**src/rtl/xorshift_256_pkg.sv**
```systemverilog
// xorshift_256_pkg: shared width, constants, default shifts and SplitMix256 mixer.
package xorshift_256_pkg;
  localparam int W = 256;
  typedef logic [W-1:0] word_t;
  localparam word_t GAMMA = {4{64'h9E3779B97F4A7C15}};
  localparam word_t M1 = {4{64'hBF58476D1CE4E5B9}};
  localparam word_t M2 = {4{64'h94D049BB133111EB}};
  localparam int SHIFT_A_DEF = 23;
  localparam int SHIFT_B_DEF = 17;
  localparam int SHIFT_C_DEF = 26;
  function automatic word_t splitmix(input word_t s);
    word_t z;
    z = s + GAMMA;
    z = (z ^ (z >> 30)) * M1;
    z = (z ^ (z >> 27)) * M2;
    return z ^ (z >> 31);
  endfunction
endpackage

```
**src/rtl/xorshift_256_if.sv**
```systemverilog
// xorshift_256_if: seed-load strobe, seed words and random result.
interface xorshift_256_if;
  import xorshift_256_pkg::*;
  logic set;
  word_t seed1;
  word_t seed2;
  word_t result;
  modport master(output set, output seed1, output seed2, input result);
  modport slave(input set, input seed1, input seed2, output result);
endinterface

```
**src/rtl/xorshift_256_splitmix.sv**
```systemverilog
// splitmix_256: registered SplitMix256 seed conditioner.
module splitmix_256
  import xorshift_256_pkg::*;
(
  input  logic  clk,
  input  logic  rst_n,
  input  word_t din,
  output word_t dout
);
  always_ff @(posedge clk or negedge rst_n)
    if (!rst_n) dout <= '0;
    else dout <= splitmix(din);
endmodule

```
**src/rtl/xorshift_256.sv**
```systemverilog
// xorshift_256: 256-bit xorshift+ generator, one word per clock.
// Define XORSHIFT_256_SPLITMIX_EN to condition seeds through SplitMix256 (adds one cycle).
module xorshift_256
  import xorshift_256_pkg::*;
#(
  parameter int SHIFT_A = SHIFT_A_DEF,
  parameter int SHIFT_B = SHIFT_B_DEF,
  parameter int SHIFT_C = SHIFT_C_DEF
) (
  input logic clk,
  input logic rst_n,
  xorshift_256_if.slave bus
);
  word_t s0, s1, res, ld1, ld2, t, n;
`ifdef XORSHIFT_256_SPLITMIX_EN
  splitmix_256 u_sm1 (.clk(clk), .rst_n(rst_n), .din(bus.seed1), .dout(ld1));
  splitmix_256 u_sm2 (.clk(clk), .rst_n(rst_n), .din(bus.seed2), .dout(ld2));
`else
  assign ld1 = bus.seed1;
  assign ld2 = bus.seed2;
`endif
  always_comb begin
    t = s0 ^ (s0 << SHIFT_A);
    n = t ^ s1 ^ (t >> SHIFT_B) ^ (s1 >> SHIFT_C);
  end
  // an all-zero seed pair would lock the generator at zero, so S0 takes GAMMA
  always_ff @(posedge clk or negedge rst_n)
    if (!rst_n) begin
      s0 <= '0;
      s1 <= '0;
      res <= '0;
    end else if (bus.set) begin
      s0 <= (ld1 == '0 && ld2 == '0) ? GAMMA : ld1;
      s1 <= ld2;
      res <= '0;
    end else begin
      s0 <= s1;
      s1 <= n;
      res <= n + s1;
    end
  assign bus.result = res;
endmodule

```
**src/flat_wrapper.sv**
```systemverilog
// flat-port wrapper written by rule: the top's interface ports become plain ports
module xorshift_256_flat import xorshift_256_pkg::*;
#(
  parameter int SHIFT_A = SHIFT_A_DEF,
  parameter int SHIFT_B = SHIFT_B_DEF,
  parameter int SHIFT_C = SHIFT_C_DEF
)
  (clk, rst_n, bus_set, bus_seed1, bus_seed2, bus_result);
  xorshift_256_if bus_i ();
  input logic clk;
  input logic rst_n;
  input wire logic [$bits(bus_i.set)-1:0] bus_set;
  input wire logic [$bits(bus_i.seed1)-1:0] bus_seed1;
  input wire logic [$bits(bus_i.seed2)-1:0] bus_seed2;
  output wire logic [$bits(bus_i.result)-1:0] bus_result;
  assign bus_i.set = bus_set;
  assign bus_i.seed1 = bus_seed1;
  assign bus_i.seed2 = bus_seed2;
  assign bus_result = bus_i.result;
  xorshift_256 #(.SHIFT_A(SHIFT_A), .SHIFT_B(SHIFT_B), .SHIFT_C(SHIFT_C)) u_core (.clk(clk), .rst_n(rst_n), .bus(bus_i));
endmodule
```
**config.mk**
```make
export PLATFORM = sky130hd
export DESIGN_NAME = xorshift_256_flat
export DESIGN_NICKNAME = d
export VERILOG_FILES = /design/src/rtl/xorshift_256_pkg.sv /design/src/rtl/xorshift_256_if.sv /design/src/rtl/xorshift_256_splitmix.sv /design/src/rtl/xorshift_256.sv /design/src/flat_wrapper.sv
export SDC_FILE = /design/constraint.sdc
export NUM_CORES = 2
export LEC_CHECK = 0
export ABC_AREA = 0
export BUFFER_PORTS_ARGS = -buffer_cell sky130_fd_sc_hd__buf_2
export CORE_MARGIN = 1
export CORE_UTILIZATION = 54
export DETAILED_ROUTE_END_ITERATION = 10
export GPL_TIMING_DRIVEN = 1
export PLACE_DENSITY = 0.79
export RECOVER_POWER = 100
export SYNTH_ARGS = -nofsm -noshare
export SYNTH_HDL_FRONTEND = slang
export SYNTH_HIERARCHICAL = 1
export SYNTH_SLANG_ARGS = --single-unit
```
**constraint.sdc**
```tcl
create_clock -name clk -period 4.15 [get_ports clk]
set_input_delay 0.2075 -clock clk [delete_from_list [all_inputs] [get_ports clk]]
set_output_delay 0.2075 -clock clk [all_outputs]
set_load 0.01 [all_outputs]
```
==> results of run 1 <==
-- per-stage QoR --
| step | cells | setup TNS (ns) | setup WS [ns] |
|---|---|---|---|
| after detailed placement | 10400 | -100.98 | -1.10 |
| after CTS | 11200 | -42.52 | -0.648 |
| after floorplan | 6215 | 0 | 0.0578 |
| after global placement | 10400 | -92.89 | -1.12 |
-- layer usage --
metal,GRT usage,GRT overflow
met1,0.904,120
met2,1.13,3372
met3,0.844,151
met4,1.03,1289
met5,0.616,19
-- repair_timing --
item / CTS
buffers inserted: 189
hold buffers: 527
endpoints found under the hold margin: 603
endpoints found under the setup margin: 200
pin swaps: 274
resized for setup: 887
-- logic make-up after synthesis --
logic type,count (synthesis)
muxes,346
adders and majority gates,308
DFF,768
AOI/OAI and AO/OA,1508
and+or+nand+nor,1759
xor gates and xnor gates,1222
buffers and inverters,304
-- cell usage after synthesis, types with 8 or more instances --
cell type / n
xnor2_1: 938
dfrtp_1: 768
nor2_1: 585
nand2_1: 527
a21oi_1: 511
o21ai_0: 325
mux2_2: 323
ha_1: 307
xor2_1: 284
nand4_1: 207
clkbuf_1: 200
nor4_1: 175
o22a_1: 153
a21o_1: 106
nor3_1: 85
inv_1: 78
o21bai_1: 78
nand3_1: 62
o31ai_1: 48
o21a_1: 37
a21boi_0: 35
a31oi_1: 30
o21ai_1: 23
nor2b_1: 21
a211oi_1: 20
mux2i_1: 20
or2_2: 16
and3_1: 14
o211ai_1: 14
a41oi_1: 13
and2_1: 12
buf_1: 12
nand2b_1: 12
o41ai_1: 12
buf_2: 10
o221ai_1: 9
o31a_1: 9
or3_1: 9
a211o_1: 8
or4_1: 8
==> flow_summary.json, run 1 <==
{
  "synth_seq_cells": 768,
  "netlist_instances": 6215,
  "ios": 771,
  "die_w_um": 326,
  "synth-simple-area-share": 0.144,
  "initial_core_util": 0.546,
  "netlist_top_cells_area": "dfrtp_1, xnor2_1, ha_1",
  "syn-num-nets": 7038,
  "muxShareOfSynthArea": 0.0687,
  "synth_top_family_by_area": "XOR/XNOR gates",
  "synth_area_leader_cell": "dfrtp_1",
  "place_area_sq_um": 78400,
  "synth-main-ff-cell": "dfrtp_1",
  "cts_max_level": 3,
  "synth.avg_cell_area_sq_um": 9.10,
  "synthAdderAreaFrac": 0.0683,
  "overflow": 4951,
  "core.rowCount": 118,
  "synth_top_area_frac": 0.340,
  "ys_async_sr_fraction": 1.00,
  "synth_xor_area_frac": 0.189,
  "synth_enable_flop_cells": 0,
  "grt_pass1_vias": 97600,
  "lastStage": "5_1_grt",
  "hpwl_um": 283000,
  "tool.error": "[ERROR GRT-0116] Global routing finished with congestion. Check the congestion regions in the DRC Viewer.",
  "clock_path_buffers": 3,
  "ys_types": 88,
  "cts_root_buf": "clkbuf_16",
  "netlist_area_sq_um": 56600,
  "cts.sinks": 768,
  "numCtsBuffers": 87,
  "finalWeightedCongestion": 1.28,
  "status": "did not finish",
  "ys_seq_area_frac": 0.340,
  "numPortBuffers": 770,
  "synth-compound-area-share": 0.170,
  "die_h_um": 326,
  "yosys_warnings": 6,
  "track_usage": 0.963,
  "grt_max_degree": 114,
  "grt_pass1_wl_um": 761000
}
==> run 2, diff against run 1 <==
--- a/config.mk
+++ b/config.mk
@@ -8,10 +8,10 @@
 export ABC_AREA = 0
 export BUFFER_PORTS_ARGS = -buffer_cell sky130_fd_sc_hd__buf_2
 export CORE_MARGIN = 1
-export CORE_UTILIZATION = 54
+export CORE_UTILIZATION = 40
 export DETAILED_ROUTE_END_ITERATION = 10
 export GPL_TIMING_DRIVEN = 1
-export PLACE_DENSITY = 0.79
+export PLACE_DENSITY_LB_ADDON = 0.15
 export RECOVER_POWER = 100
 export SYNTH_ARGS = -nofsm -noshare
 export SYNTH_HDL_FRONTEND = slang
==> constraint.sdc (replaced) <==
create_clock -name clk -period 5.4 [get_ports clk]
set_input_delay 0.27 -clock clk [delete_from_list [all_inputs] [get_ports clk]]
set_output_delay 0.27 -clock clk [all_outputs]
set_load 0.01 [all_outputs]
==> run 2 against run 1 <==
The flow now finishes, with violations (max-capacitance violations, max-slew violations, negative setup slack). Synthesized area stayed put. Synthesized cell count stayed put.
==> flow_summary.json, run 2 <==
{
  "totalNegativeSetupSlack_ns": -0.751,
  "status": "finished with violations",
  "overflow": 0,
  "core_area_sq_um": 140000,
  "clock_latency_ns": 0.74,
  "drive_above_1_share": 0.281,
  "critPathKind": "flop to flop",
  "drt_first_iter_violations": 9631,
  "core.rowCount": 137,
  "wl_met3_um": 52600,
  "ys_types": 88,
  "ys_seq_area_frac": 0.340,
  "wl_per_cell_um": 37.0,
  "numPortBuffers": 770,
  "relSlewSlack": -1.84,
  "wl_met2_um": 158000,
  "first_pass_iters": 7,
  "hpwl_um": 319000,
  "synth_seq_cells": 768,
  "holdCritPathClass": "input port to flop",
  "syn-num-nets": 7038,
  "netlist_area_sq_um": 56600,
  "drv_slew": 410,
  "drtAntennaViolNets": 0,
  "multi_input_area_sq_um": 36800,
  "netlist_top_cells_area": "dfrtp_1, xnor2_1, ha_1",
  "hold_viol_final": 0,
  "area_growth_pct": 43.3,
  "numCtsBuffers": 93,
  "finalWeightedCongestion": 1.15,
  "worst_hold_slack_ns": 0.0689,
  "grt_max_degree": 143,
  "crit_fanout": 5,
  "synth_top_area_frac": 0.340,
  "grt_pass1_wl_um": 523000,
  "antenna_found_initial": 55,
  "end_kind": "flop",
  "highest_layer": "met5",
  "clk_pin_slew_worst_paths_ns": 0.08,
  "arrival_ns": 6.17,
  "layout_common_cells": "buf_4, xnor2_1, dfrtp_1",
  "synthMostInstantiatedCell": "xnor2_1",
  "seq_area_sq_um": 19200,
  "cp_data_required_time_ns": 6.05,
  "netlist_instances": 6215,
  "reg2reg_slack_ns": -0.12,
  "synth-main-ff-cell": "dfrtp_1",
  "yosys_warnings": 6,
  "maxCapViolCount": 7,
  "wl_met1_um": 141000,
  "drc": 0,
  "synth.avg_cell_area_sq_um": 9.10,
  "die_w_um": 378,
  "ys_async_sr_fraction": 1.00,
  "ios": 771,
  "synth_enable_flop_cells": 0,
  "die_h_um": 378,
  "vias": 66900,
  "dieArea_sq_um": 143000,
  "viasPerCell": 6.26,
  "synthTopCellsByCount": "xnor2_1, dfrtp_1, nor2_1, nand2_1, a21oi_1",
  "fmax_mhz": 181,
  "period_share": 1.02,
  "wirelength_um": 395000,
  "cts_max_level": 3,
  "cts_root_buf": "clkbuf_16",
  "synth_area_leader_cell": "dfrtp_1",
  "nets": 9532,
  "mostFrequentLayoutCell": "buf_4",
  "violations": "max-capacitance violations, max-slew violations, negative setup slack",
  "initial_core_util": 0.404,
  "cts_tree": "built",
  "fin_ws_ns": -0.117,
  "worst_pin_slew_ns": 4.26,
  "place_ws_ns": -0.790,
  "n_fill_cell": 12600,
  "clock_path_buffers": 3,
  "grt_pass1_vias": 64300,
  "layout_min_cycle_time_ns": 5.52,
  "clock_skew_ns": 0.0388,
  "cts.sinks": 768,
  "track_usage": 0.535,
  "setup-violations-final": 12,
  "startpoint_type": "flop"
}
-- run 2: cell families (layout without fill, tap and decap cells) --
| logic type | count (synthesis) | in the layout | share of synthesized area |
|---|---|---|---|
| buffers and inverters | 304 | 2870 | 0.0206 |
| DFF | 768 | 768 | 0.340 |
| AOI/OAI and AO/OA | 1508 | 1508 | 0.170 |
| and+or+nand+nor | 1759 | 1759 | 0.144 |
| muxes | 346 | 346 | 0.0687 |
| xor gates and xnor gates | 1222 | 1222 | 0.189 |
| other | 0 | 28 | 0 |
| adders and majority gates | 308 | 308 | 0.0683 |
-- run 2: path summary, 6_finish.rpt --
check                           depth (start not counted)     startpoint                endpoint
min in group asynchronous                               2          rst_n          u_core/s0[108]
worst max register to register                         22  u_core/s0[25]  u_core/bus.result[240]
worst max-delay path                                   22  u_core/s0[25]  u_core/bus.result[240]
worst min-delay path                                    2  bus_seed1[71]           u_core/s0[71]
worst min register to register                          1   u_core/s1[4]            u_core/s0[4]
max in group asynchronous                               4          rst_n  u_core/bus.result[234]
-- run 2: per-stage QoR --
step / utilization / area [sq um] / cells
floorplan: - / 56600 / 6215
global placement: 0.516 / 72200 / 9951
finish: 0.579 / 81000 / 10700
global route: 0.579 / 81000 / 10700
detailed placement: 0.516 / 72200 / 9951
CTS: 0.578 / 80900 / 10600
-- run 2: area by class of cell --
class                      instances  area share
clock buffer                     123      0.0324
inverter                          79     0.00375
tap                             1876      0.0290
timing repair buffer            2624       0.234
antenna                           28    0.000865
sequential                       768       0.237
multi-input combinational       5143       0.455
clock inverter                    44     0.00755
-- run 2: worst max-delay path, stage by stage (launching register included) --
cell and delay [ns]:
dfrtp_2 0.41, buf_4 0.15, xor2_2 0.26, buf_4 0.17
xnor2_1 0.12, xnor2_1 0.13, ha_2 0.45, nand2_1 0.20
nor2_2 0.22, a211oi_2 0.10, buf_4 0.17, nor4_4 0.57
buf_4 0.23, buf_4 0.11, o311ai_2 0.07, buf_4 0.18
a211oi_4 0.26, a21oi_1 0.19, a21o_1 0.27, buf_12 0.16
a2111oi_0 0.54, nand2b_1 0.27, mux2i_1 0.20
-- run 2: metal layers --
layer / up-vias / global-route usage
li1: 27300 / -
met1: 32100 / 0.622
met2: 5632 / 0.755
met3: 1824 / 0.212
met4: 50 / 0.478
met5: - / 0
-- run 2: repair_timing --
action | in CTS | in global routing
pin swaps | 22 | 22
endpoints found under the hold margin | 578 | 0
gates resized for setup | 59 | 73
hold buffers | 509 | 0
endpoints found under the setup margin | 88 | 60
buffers inserted | 9 | 25
Power of run 2 is left out: the tool's default activity adds up to more than one toggle a clock period on the data nets, which glitch-free logic cannot reach.
